$ cat src/rtl/mips_decode_pkg.sv
// Shared types for the MIPS decode/issue stage: op enumeration, opcode/funct/regimm codes, op-class helpers.
// DECODE_MFHI_MFLO_EN adds mfhi/mflo to the set of ops that wait on the HI/LO unit.
package mips_decode_pkg;

  localparam int OP_W = 6;

  typedef enum logic [OP_W-1:0] {
    OP_NONE = 6'd0,
    OP_SLL, OP_SRL, OP_SRA, OP_SLLV, OP_SRLV, OP_SRAV, OP_JR, OP_JALR,
    OP_MFHI, OP_MTHI, OP_MFLO, OP_MTLO, OP_MULT, OP_MULTU, OP_DIV, OP_DIVU,
    OP_ADD, OP_ADDU, OP_SUB, OP_SUBU, OP_AND, OP_OR, OP_XOR, OP_NOR, OP_SLT, OP_SLTU,
    OP_BLTZ, OP_BGEZ, OP_BLTZAL, OP_BGEZAL, OP_J, OP_JAL, OP_BEQ, OP_BNE, OP_BLEZ, OP_BGTZ,
    OP_ADDI, OP_ADDIU, OP_SLTI, OP_SLTIU, OP_ANDI, OP_ORI, OP_XORI, OP_LUI,
    OP_LB, OP_LH, OP_LWL, OP_LW, OP_LBU, OP_LHU, OP_LWR, OP_SB, OP_SH, OP_SW,
    OP_ILLEGAL
  } op_t;

  localparam logic [5:0] OPC_SPECIAL = 6'h00, OPC_REGIMM = 6'h01, OPC_J = 6'h02, OPC_JAL = 6'h03;
  localparam logic [5:0] OPC_BEQ = 6'h04, OPC_BNE = 6'h05, OPC_BLEZ = 6'h06, OPC_BGTZ = 6'h07;
  localparam logic [5:0] OPC_ADDI = 6'h08, OPC_ADDIU = 6'h09, OPC_SLTI = 6'h0A, OPC_SLTIU = 6'h0B;
  localparam logic [5:0] OPC_ANDI = 6'h0C, OPC_ORI = 6'h0D, OPC_XORI = 6'h0E, OPC_LUI = 6'h0F;
  localparam logic [5:0] OPC_LB = 6'h20, OPC_LH = 6'h21, OPC_LWL = 6'h22, OPC_LW = 6'h23;
  localparam logic [5:0] OPC_LBU = 6'h24, OPC_LHU = 6'h25, OPC_LWR = 6'h26;
  localparam logic [5:0] OPC_SB = 6'h28, OPC_SH = 6'h29, OPC_SW = 6'h2B;

  localparam logic [5:0] FN_SLL = 6'h00, FN_SRL = 6'h02, FN_SRA = 6'h03, FN_SLLV = 6'h04;
  localparam logic [5:0] FN_SRLV = 6'h06, FN_SRAV = 6'h07, FN_JR = 6'h08, FN_JALR = 6'h09;
  localparam logic [5:0] FN_MFHI = 6'h10, FN_MTHI = 6'h11, FN_MFLO = 6'h12, FN_MTLO = 6'h13;
  localparam logic [5:0] FN_MULT = 6'h18, FN_MULTU = 6'h19, FN_DIV = 6'h1A, FN_DIVU = 6'h1B;
  localparam logic [5:0] FN_ADD = 6'h20, FN_ADDU = 6'h21, FN_SUB = 6'h22, FN_SUBU = 6'h23;
  localparam logic [5:0] FN_AND = 6'h24, FN_OR = 6'h25, FN_XOR = 6'h26, FN_NOR = 6'h27;
  localparam logic [5:0] FN_SLT = 6'h2A, FN_SLTU = 6'h2B;

  localparam logic [4:0] RT_BLTZ = 5'h00, RT_BGEZ = 5'h01, RT_BLTZAL = 5'h10, RT_BGEZAL = 5'h11;

  function automatic logic is_mem(op_t op);
    return op inside {OP_LB, OP_LH, OP_LWL, OP_LW, OP_LBU, OP_LHU, OP_LWR, OP_SB, OP_SH, OP_SW};
  endfunction

  function automatic logic is_branch(op_t op);
    return op inside {OP_BEQ, OP_BNE, OP_BGEZ, OP_BGEZAL, OP_BGTZ, OP_BLEZ, OP_BLTZ, OP_BLTZAL,
                      OP_J, OP_JAL, OP_JR, OP_JALR};
  endfunction

  function automatic logic is_muldiv(op_t op);
    return op inside {OP_MULT, OP_MULTU, OP_DIV, OP_DIVU};
  endfunction

  function automatic logic needs_hilo(op_t op);
`ifdef DECODE_MFHI_MFLO_EN
    return is_muldiv(op) || (op inside {OP_MTHI, OP_MTLO, OP_MFHI, OP_MFLO});
`else
    return is_muldiv(op) || (op inside {OP_MTHI, OP_MTLO});
`endif
  endfunction

endpackage

$ cat src/rtl/mips_decode_comb.sv
// Purely combinational MIPS instruction decoder: raw word -> op plus register/immediate fields.
// DECODE_MFHI_MFLO_EN enables mfhi/mflo decode; otherwise those functs are illegal.
module mips_decode_comb
  import mips_decode_pkg::*;
(
  input  logic [31:0] i_instr,
  output op_t         o_op,
  output logic [4:0]  o_rs,
  output logic [4:0]  o_rt,
  output logic [4:0]  o_rd,
  output logic [4:0]  o_shamt,
  output logic [15:0] o_imm,
  output logic [25:0] o_addr,
  output logic        o_illegal
);

  logic [5:0] w_opcode;
  logic [5:0] w_funct;

  assign w_opcode  = i_instr[31:26];
  assign w_funct   = i_instr[5:0];
  assign o_rs      = i_instr[25:21];
  assign o_rt      = i_instr[20:16];
  assign o_rd      = i_instr[15:11];
  assign o_shamt   = i_instr[10:6];
  assign o_imm     = i_instr[15:0];
  assign o_addr    = i_instr[25:0];
  assign o_illegal = (o_op == OP_ILLEGAL);

  always_comb begin
    o_op = OP_ILLEGAL;
    case (w_opcode)
      OPC_SPECIAL: begin
        case (w_funct)
          FN_SLL:   o_op = OP_SLL;
          FN_SRL:   o_op = OP_SRL;
          FN_SRA:   o_op = OP_SRA;
          FN_SLLV:  o_op = OP_SLLV;
          FN_SRLV:  o_op = OP_SRLV;
          FN_SRAV:  o_op = OP_SRAV;
          FN_JR:    o_op = OP_JR;
          FN_JALR:  o_op = OP_JALR;
`ifdef DECODE_MFHI_MFLO_EN
          FN_MFHI:  o_op = OP_MFHI;
          FN_MFLO:  o_op = OP_MFLO;
`endif
          FN_MTHI:  o_op = OP_MTHI;
          FN_MTLO:  o_op = OP_MTLO;
          FN_MULT:  o_op = OP_MULT;
          FN_MULTU: o_op = OP_MULTU;
          FN_DIV:   o_op = OP_DIV;
          FN_DIVU:  o_op = OP_DIVU;
          FN_ADD:   o_op = OP_ADD;
          FN_ADDU:  o_op = OP_ADDU;
          FN_SUB:   o_op = OP_SUB;
          FN_SUBU:  o_op = OP_SUBU;
          FN_AND:   o_op = OP_AND;
          FN_OR:    o_op = OP_OR;
          FN_XOR:   o_op = OP_XOR;
          FN_NOR:   o_op = OP_NOR;
          FN_SLT:   o_op = OP_SLT;
          FN_SLTU:  o_op = OP_SLTU;
          default:  o_op = OP_ILLEGAL;
        endcase
      end
      OPC_REGIMM: begin
        case (o_rt)
          RT_BLTZ:   o_op = OP_BLTZ;
          RT_BGEZ:   o_op = OP_BGEZ;
          RT_BLTZAL: o_op = OP_BLTZAL;
          RT_BGEZAL: o_op = OP_BGEZAL;
          default:   o_op = OP_ILLEGAL;
        endcase
      end
      // blez/bgtz encode no second register, so a non-zero rt marks a malformed word
      OPC_BLEZ:  if (o_rt == 5'd0) o_op = OP_BLEZ;
      OPC_BGTZ:  if (o_rt == 5'd0) o_op = OP_BGTZ;
      OPC_J:     o_op = OP_J;
      OPC_JAL:   o_op = OP_JAL;
      OPC_BEQ:   o_op = OP_BEQ;
      OPC_BNE:   o_op = OP_BNE;
      OPC_ADDI:  o_op = OP_ADDI;
      OPC_ADDIU: o_op = OP_ADDIU;
      OPC_SLTI:  o_op = OP_SLTI;
      OPC_SLTIU: o_op = OP_SLTIU;
      OPC_ANDI:  o_op = OP_ANDI;
      OPC_ORI:   o_op = OP_ORI;
      OPC_XORI:  o_op = OP_XORI;
      OPC_LUI:   o_op = OP_LUI;
      OPC_LB:    o_op = OP_LB;
      OPC_LH:    o_op = OP_LH;
      OPC_LWL:   o_op = OP_LWL;
      OPC_LW:    o_op = OP_LW;
      OPC_LBU:   o_op = OP_LBU;
      OPC_LHU:   o_op = OP_LHU;
      OPC_LWR:   o_op = OP_LWR;
      OPC_SB:    o_op = OP_SB;
      OPC_SH:    o_op = OP_SH;
      OPC_SW:    o_op = OP_SW;
      default:   o_op = OP_ILLEGAL;
    endcase
  end

endmodule

$ cat src/rtl/mips_decode_issue.sv
// Registered decode/issue stage: one output register with memory, HI/LO and delay-slot interlocks.
// DECODE_MFHI_MFLO_EN (via the package) makes mfhi/mflo wait for the HI/LO unit.
module mips_decode_issue
  import mips_decode_pkg::*;
#(
  parameter int MULT_LAT = 4,
  parameter int DIV_LAT  = 32
) (
  input  logic        clk,
  input  logic        reset,
  input  logic        in_valid,
  output logic        in_ready,
  input  logic [31:0] in_instr,
  input  logic        waitrequest,
  input  logic        out_ready,
  output logic        out_valid,
  output op_t         out_op,
  output logic [4:0]  out_rs,
  output logic [4:0]  out_rt,
  output logic [4:0]  out_rd,
  output logic [4:0]  out_shamt,
  output logic [15:0] out_imm,
  output logic [25:0] out_addr,
  output logic        out_is_mem,
  output logic        out_delay_slot,
  output logic        out_illegal,
  output logic        stall,
  output logic        muldiv_busy
);

  localparam int CNT_W = $clog2(DIV_LAT + 1);

  typedef enum logic {ST_EMPTY, ST_FULL} state_t;

  state_t      r_state, w_stateNext;
  op_t         r_op, w_op;
  logic [4:0]  r_rs, r_rt, r_rd, r_shamt, w_rs, w_rt, w_rd, w_shamt;
  logic [15:0] r_imm, w_imm;
  logic [25:0] r_addr, w_addr;
  logic        r_isMem, r_ds, r_dsOut, r_illegal, w_illegal;
  logic [CNT_W-1:0] r_cnt;
  logic        w_full, w_fire, w_load, w_dsNext;

  mips_decode_comb u_decode (
    .i_instr   (in_instr),
    .o_op      (w_op),
    .o_rs      (w_rs),
    .o_rt      (w_rt),
    .o_rd      (w_rd),
    .o_shamt   (w_shamt),
    .o_imm     (w_imm),
    .o_addr    (w_addr),
    .o_illegal (w_illegal)
  );

  assign w_full      = (r_state == ST_FULL);
  assign muldiv_busy = (r_cnt != '0);
  assign stall       = w_full & ((r_isMem & waitrequest) | (muldiv_busy & needs_hilo(r_op)));
  assign w_fire      = w_full & out_ready & ~stall;
  assign in_ready    = ~w_full | w_fire;
  assign w_load      = in_valid & in_ready;
  // A word loaded in the same cycle a branch issues is already its delay slot
  assign w_dsNext    = w_fire ? is_branch(r_op) : r_ds;

  always_ff @(posedge clk) begin
    if (reset) r_state <= ST_EMPTY;
    else       r_state <= w_stateNext;
  end

  always_comb begin
    w_stateNext = r_state;
    case (r_state)
      ST_EMPTY: if (in_valid) w_stateNext = ST_FULL;
      ST_FULL:  if (w_fire && !in_valid) w_stateNext = ST_EMPTY;
      default:  w_stateNext = ST_EMPTY;
    endcase
  end

  always_ff @(posedge clk) begin
    if (reset) begin
      r_op      <= OP_NONE;
      r_rs      <= '0;
      r_rt      <= '0;
      r_rd      <= '0;
      r_shamt   <= '0;
      r_imm     <= '0;
      r_addr    <= '0;
      r_isMem   <= 1'b0;
      r_dsOut   <= 1'b0;
      r_illegal <= 1'b0;
      r_ds      <= 1'b0;
      r_cnt     <= '0;
    end else begin
      if (w_load) begin
        r_op      <= w_op;
        r_rs      <= w_rs;
        r_rt      <= w_rt;
        r_rd      <= w_rd;
        r_shamt   <= w_shamt;
        r_imm     <= w_imm;
        r_addr    <= w_addr;
        r_isMem   <= is_mem(w_op);
        r_dsOut   <= w_dsNext;
        r_illegal <= w_illegal;
      end
      r_ds <= w_dsNext;
      if (w_fire && (r_op == OP_MULT || r_op == OP_MULTU))
        r_cnt <= CNT_W'(MULT_LAT);
      else if (w_fire && (r_op == OP_DIV || r_op == OP_DIVU))
        r_cnt <= CNT_W'(DIV_LAT);
      else if (r_cnt != '0)
        r_cnt <= r_cnt - CNT_W'(1);
    end
  end

  assign out_valid      = w_full;
  assign out_op         = r_op;
  assign out_rs         = r_rs;
  assign out_rt         = r_rt;
  assign out_rd         = r_rd;
  assign out_shamt      = r_shamt;
  assign out_imm        = r_imm;
  assign out_addr       = r_addr;
  assign out_is_mem     = r_isMem;
  assign out_delay_slot = r_dsOut;
  assign out_illegal    = r_illegal;

endmodule
$ cat config.mk
export PLATFORM = sky130hd
export DESIGN_NAME = mips_decode_issue
export DESIGN_NICKNAME = d
export VERILOG_FILES = /design/src/rtl/mips_decode_pkg.sv /design/src/rtl/mips_decode_comb.sv /design/src/rtl/mips_decode_issue.sv
export SDC_FILE = /design/constraint.sdc
export NUM_CORES = 1
export LEC_CHECK = 0
export BUFFER_PORTS_ARGS = -buffer_cell sky130_fd_sc_hd__clkbuf_2
export CORE_ASPECT_RATIO = 0.75
export CORE_MARGIN = 3
export CORE_UTILIZATION = 45
export CTS_CLUSTER_DIAMETER = 40
export DETAILED_ROUTE_END_ITERATION = 6
export PLACE_DENSITY_LB_ADDON = 0.25
export SETUP_SLACK_MARGIN = 0.4
export SYNTH_ARGS = -nofsm -noshare
export SYNTH_HDL_FRONTEND = slang
export SYNTH_SLANG_ARGS = --single-unit
export TNS_END_PERCENT = 100
$ cat constraint.sdc
create_clock -name clk -period 7.1 [get_ports clk]
set_clock_uncertainty 0.15 [all_clocks]
set_input_delay 0 -clock clk [delete_from_list [all_inputs] [get_ports clk]]
set_output_delay 0 -clock clk [all_outputs]
set_load 0.02 [all_outputs]
==> summary.md, run 1 <==
| Metric | Value |
|---|---|
| Outcome | finished, final reports clean |
| Iter 0 DRT Violations | 92 |
| Layout overhead on the synthesized area | 18.1% |
| Max-cap violation count | 0 |
| GRT Residual Overflow | 0 |
| CTS resizes | 0 |
| Synth area leaders | dfxtp_1 (28%), buf_4 (9.3%), nand2_1 (8.0%), a21oi_1 (7.2%), nor2_1 (3.7%) |
| Yosys top cell by area | dfxtp_1 |
| Hpwl dp | 5290 um |
| Worst setup SP type | input port |
| Cts hold-fix bufs | 27 |
| Clk pwr share | 21.0% |
| EDFF count, synth | 0 |
| H-tree depth | 2 |
| Slew HR | 38.1% |
| Synth Register Bits | 43 |
| CTS Buf Count | 5 |
| Syn Nets | 443 |
| Final-report setup violation count | 0 |
| Clock sink total | 43 |
| Initial DRT Pass Iterations | 4 |
| Clock root buffer master | clkbuf_8 |
| Leakage | 1.62 nW |
| Final ANT Viol Nets | 0 |
| Final min period | 2910 ps |
| Sw frac | 37.8% |
| FF-to-FF setup slack | 4190 ps |
| CP Data Required Time | 7150 ps |
| Internal | 0.450 mW |
| Layout cell share with drive strength beyond 1 | 29.6% |
| First-pass GRT wire length | 12200 um |
| Total number of vias | 2959 |
| CTS tree | done |
| Initial core utilization | 47.4% |
| Antenna cell count | 0 |
| Least-Margin Pin Slew | 929 ps |
| Crit-path cells | dlygate4sd3_1 -> clkbuf_2 -> inv_1 -> ha_1 -> o21ai_0 -> a21oi_1 -> o311ai_0 -> o2111ai_1 -> a211o_1 -> a221o_1 -> a211oi_2 |
| Gpl congestion | 0.850 |
| Initial antenna violation count | 0 |
| Pwr per Cell Area | 200 nW/um2 |
| Crit share post-route | 41.0% |
| TNS Setup | 0 ps |
| F_max | 343 MHz |
| Full die area | 7830 um2 |
| Yosys top cell area share | 28.2% |
| Final Hold Fails | 0 |
| Synth Warn # | 0 |
| Std cell rows | 25 |
| WS Path Type | in -> reg |
| Worst vdd ir | 0.0947 mV |
| Input/output buffers | 111 |
| Core Box Area | 6440 um2 |
| Setup Buffers After CTS | 0 |
| Per-cell routed wire length | 13.3 um |
| Comb power frac | 37.8% |
| Worst-skew pair later-pin latency | 290 ps |
| Post-Syn Instances | 400 |
| Nets@finish | 525 |
| Num ports | 112 |
| Clock slew seen by the registers of the worst setup and hold paths | 80 ps |
| Worst setup margin | 4190 ps |
| Gr usage total | 18.5% |
| Max-slew violations | 0 |
| Slowest CP cell | dlygate4sd3_1 |
| Net switching power | 0.274 mW |
| Cell Area, Placed | 3260 um2 |
| Max FO, Critical Path | 9 |
| Most used DFF post-synth | dfxtp_1 |
| Fraction of registers with async set/reset | 0% |
| Seq/Total Area, Yosys | 28.2% |
| Mapped Area | 3060 um2 |
| Clock buffer depth | 2 |
| Setup Slack @ Placement | 4180 ps |
| HP Class | in -> reg |
| Die height | 77.4 um |
| Final non-filler cell area | 3610 um2 |
| Final WL | 7510 um |
| Critical Path End Type | flop |
| DRC Markers | 0 |
| Final Core Density | 56.0% |
| CP peak stage delay | 520 ps |
| Critical path arrival | 2960 ps |
| Chip width | 101 um |
| Fill count | 629 |
| Vias per cell | 5.25 |
| RSZ-0062 raised after global routing | false |
| Vias in the first global route | 2619 |
| Largest net degree at the start of global routing | 44 |
| Post-synth cell types | 67 |
| Syn Area/Cell | 7.64 um2 |
| Sequential power share | 41.2% |
-- power by group through the flow --
stage	clock [mW]	sequential, mW	combinational, mW
after detailed placement	0	0.304	0.262
after floorplan	0	0.313	0.203
final	0.152	0.298	0.274
after global routing	0.164	0.304	0.304
after CTS	0.158	0.299	0.275
after global placement	0	0.302	0.257
-- path summary, 6_finish.rpt --
check / start / end / cells past startpoint
setup reg to reg: r_cnt[0] / out_is_mem / 9
setup / recovery: in_instr[0] / out_is_mem / 11
hold reg to reg: out_imm[4] / out_imm[4] / 2
hold / removal: in_instr[3] / out_imm[3] / 3
-- state kept, by name (all words and copies together) (netlist names) --
| register | cells |
|---|---|
| out_illegal | 1 |
| out_op | 6 |
| out_rd | 4 |
| out_rs | 5 |
| r_cnt | 6 |
| out_delay_slot | 1 |
| out_rt | 4 |
| out_imm | 7 |
| out_shamt | 4 |
| out_valid | 1 |
| r_ds | 1 |
| out_addr | 2 |
| out_is_mem | 1 |
-- per-layer routing --
metal  up-vias  global-route usage [%]  part of all wire, %
li1       1526                       -                    -
met1      1328                    26.4                   49
met2       102                    29.3                   44
met3         3                    4.40                  7.4
met4         0                    1.99                 0.16
met5         -                       0                    0
-- final cells by class --
class	instances	area (um2)	share of cell area (%)
inverter	11	41.3	1.14
clock buffer	7	76.3	2.11
timing repair buffer	138	826	22.9
sequential	43	861	23.8
multi-input combinational	283	1700	47.1
tap	81	101	2.81
clock inverter	1	5.00	0.139
-- logic make-up (layout without fill, tap and decap cells) --
group           Yosys count  in the layout  synth area share, %
simple gates            164            164                 28.1
xor+xnor                  7              7                 2.01
mux                       4              4                 1.39
flops                    43             43                 28.2
compound gates          102            102                 21.7
fa+ha+maj                 6              6                 2.46
buf+inv                  74            157                 16.2
-- layout by cell type (no fill, tap or decap), types with 3 or more instances in the layout --
cell           netlist  layout
a31o_2               3       3
nand3b_1             3       3
nand2_1             65      65
clkbuf_2             0     111
nor3_1               8       8
xnor2_1              3       3
dlygate4sd3_1        1      27
a211o_1              3       3
inv_1               11      11
nor3b_1              9       9
nor2b_1             10      10
ha_1                 6       6
or3_1                3       3
a31oi_1              3       3
a211oi_2             3       3
a211oi_1             8       8
a21oi_1             44      44
dfxtp_1             43      43
clkbuf_8             2       5
nor2_1              30      30
xor2_1               4       4
o21ai_0             18      18
nand2b_1             5       5
nand3_1              8       8
-- synth_stat cells, types with 4 or more instances --
cell type / n
nor3b_1: 9
buf_4: 38
xor2_1: 4
a21oi_1: 44
nor3_1: 8
nor2_1: 30
o21ai_0: 18
nor2b_1: 10
nand3_1: 8
nand2_1: 65
ha_1: 6
buf_6: 5
inv_1: 11
buf_2: 9
nand2b_1: 5
dfxtp_1: 43
clkbuf_1: 8
a211oi_1: 8
-- critical path: cells and delay by family --
family                   cells  cell delay, ps
AO/OA/AOI/OAI                7            1800
buffers and inverters        3             820
adder cells (fa/ha/maj)      1             330
-- stage by stage --
step                hold slack, ps  total power, mW  cells
finish                        37.7            0.723    564
global route                  71.8            0.772    564
CTS                           23.6            0.731    564
detailed placement            78.3            0.566    529
global placement              76.6            0.559    529
floorplan                    -14.0            0.517    400
Power figures use the tool's default switching activity.
==> run 2, diff against run 1 <==
clock period = 2.5 ns   (was 7.1 ns; I/O delays follow)
==> summary.md, run 2 (synthesis gave the netlist of run 1 again) <==
| Metric | Value |
|---|---|
| Non-filler instance count after layout | 612 (+8.5%) |
| F_max | 417 MHz |
| Dpl cells | 557 (+5.3%) |
| Pwr per Cell Area | 588 nW/um2 (+190%) |
| Initial DRT Pass Iterations | 4 (unchanged) |
| Slew HR | 32.8% (-5.2 points) |
| Hpwl dp | 5760 um (+8.9%) |
| Worst vdd ir | 0.357 mV (+280%) |
| Per-cell routed wire length | 13.8 um (+3.6%) |
| Fill count | 577 (-8.3%) |
| Gr usage total | 21.2% (+2.6 points) |
| Setup Slack @ Placement | 23.4 ps (-4160 ps) |
| Clock buffer depth | 2 (unchanged) |
| Most common cell after layout, fill and taps aside | clkbuf_2 |
| Worst setup margin | 104 ps (-4080 ps) |
| Clock sink total | 43 (unchanged) |
| Clock slew seen by the registers of the worst setup and hold paths | 80 ps (about the same) |
| Core Box Area | 6440 um2 (unchanged) |
| Layout overhead on the synthesized area | 37.9% |
| Clock root buffer master | clkbuf_8 |
| Net switching power | 0.908 mW (+230%) |
| Hold Path Origin | waitrequest |
| Die height | 77.4 um (unchanged) |
| Vias in the first global route | 2878 (+9.9%) |
| WS Path Type | reg -> reg |
| H-tree depth | 2 (unchanged) |
| Tot Pwr | 2.48 mW (+240%) |
| Worst-skew pair later-pin latency | 300 ps (about the same) |
| Final ANT Viol Nets | 0 (unchanged) |
| Final min period | 2400 ps |
| Initial antenna violation count | 0 (unchanged) |
| Full die area | 7830 um2 (unchanged) |
| Commonest cells after routing, fill and taps aside | clkbuf_2 (108), nand2_1 (63), a21oi_1 (40) |
| RR Endpoint | out_op[2] |
| Std cell rows | 25 (unchanged) |
| Num ports | 112 (unchanged) |
| Max-cap violation count | 0 (unchanged) |
| Internal | 1.57 mW (+250%) |
| TNS Setup | 0 ps (unchanged) |
| Clk pwr share | 17.4% (-3.6 points) |
| Initial core utilization | 47.4% (unchanged) |
| Nets@finish | 573 (+9.1%) |
| Max FO, Critical Path | 6 (-3) |
| RSZ-0062 raised after global routing | true |
| Final WL | 8440 um (+12%) |
| Layout cell share with drive strength beyond 1 | 40.5% (+11 points) |
| HP Class | in -> reg |
| Critical Path End Type | flop |
| Chip width | 101 um (unchanged) |
| CP Data Required Time | 2560 ps (-4590 ps) |
| First-pass GRT wire length | 13700 um (+12%) |
| Sw frac | 36.6% (-1.2 points) |
| CTS tree | done |
| Hold Path End | out_valid |
| Critical path arrival | 2450 ps (-510 ps) |
| Worst R2R Start | r_cnt[1] |
| Vias per cell | 5.24 (-0.12%) |
| FF-to-FF setup slack | 100 ps (-4080 ps) |
| Input/output buffers | 111 (unchanged) |
| Max reg flops | 7 (unchanged) |
| Final-report setup violation count | 0 (unchanged) |
| DRC Markers | 0 (unchanged) |
| Worst setup SP type | flop |
| FF-to-FF path depth | 11 (+2) |
| Hold Path Depth | 4 (+1) |
| Final Hold Fails | 0 (unchanged) |
| Leakage | 1.93 nW (+19%) |
| Comb power frac | 48.4% (+11 points) |
| CTS Buf Count | 5 (unchanged) |
| Crit share post-route | 95.8% |
| Gpl congestion | 0.876 (+3.0%) |
| Largest net degree at the start of global routing | 44 (unchanged) |
| Max-slew violations | 0 (unchanged) |
| Least-Margin Pin Slew | 1010 ps (+78.6 ps) |
| GRT Residual Overflow | 0 (unchanged) |
| Outcome | finished, final reports clean |
| Iter 0 DRT Violations | 121 (+32%) |
| Sequential power share | 34.2% (-7.0 points) |
| Total number of vias | 3207 (+8.4%) |
| Antenna cell count | 0 (unchanged) |
-- run 2: final cells by class --
class                      instances  area, um2  area share, %
clock buffer                       7       76.3           1.81
clock inverter                     1       5.00          0.119
inverter                          11       41.3          0.979
multi-input combinational        283       1820           43.2
sequential                        43        870           20.6
tap                               81        101           2.40
timing repair buffer             186       1300           30.8
-- run 2: worst max-delay path, stage by stage, from the launching register on --
cell      delay, ps
dfxtp_2         330
inv_2            60
ha_4            130
or3b_4          370
or3_4           370
nand3b_4        100
a31o_4          180
and2_4          200
buf_6           120
buf_16          120
nor2_4           30
a211oi_2        140
-- run 2: layer usage --
layer	up-vias	track usage (%)	wire, um
li1	1609	-	-
met1	1469	31.0	3960
met2	121	32.1	3790
met3	8	4.67	636
met4	0	3.59	53
met5	-	0	0
-- run 2: worst max path at each step --
| stage | cells past startpoint | slack, ps | from | endpoint |
|---|---|---|---|---|
| 6_report | 11 | 100 | r_cnt[1] | out_op[2] |
| 5_1_grt | 11 | 2 | r_cnt[1] | out_op[2] |
| 4_1_cts | 8 | 130 | out_op[1] | out_op[4] |
| 3_5_place_dp | 10 | 20 | r_cnt[0] | out_op[4] |
| 3_3_place_gp | 11 | 40 | in_instr[0] | out_is_mem |
| 2_1_floorplan | 12 | 9 | r_cnt[1] | out_delay_slot |
-- run 2: power groups by stage --
stage	clock network, mW	logic (mW)	registers (mW)
after CTS	0.436	1.12	0.843
after detailed placement	0	0.862	0.863
after floorplan	0	0.639	0.896
after global routing	0.463	1.30	0.858
final	0.432	1.20	0.847
after global placement	0	0.840	0.862
-- run 2: repair_timing --
action / in CTS / in global routing
buffers inserted: 13 / 4
endpoints found under the setup margin: 43 / 43
hold endpoints to repair: 27 / 0
cloned: 2 / 1
pin swaps: 7 / 8
resized for setup: 24 / 12
hold buffers: 27 / 0
-- run 2: per-stage QoR --
stage	utilization, %	area (um2)	hold slack [ps]
2_1_floorplan	-	3110	-14.0
3_3_place_gp	54.8	3530	75.6
3_5_place_dp	54.8	3530	78.2
4_1_cts	64.0	4120	49.0
5_1_grt	65.4	4220	97.7
6_report	65.4	4220	70.4
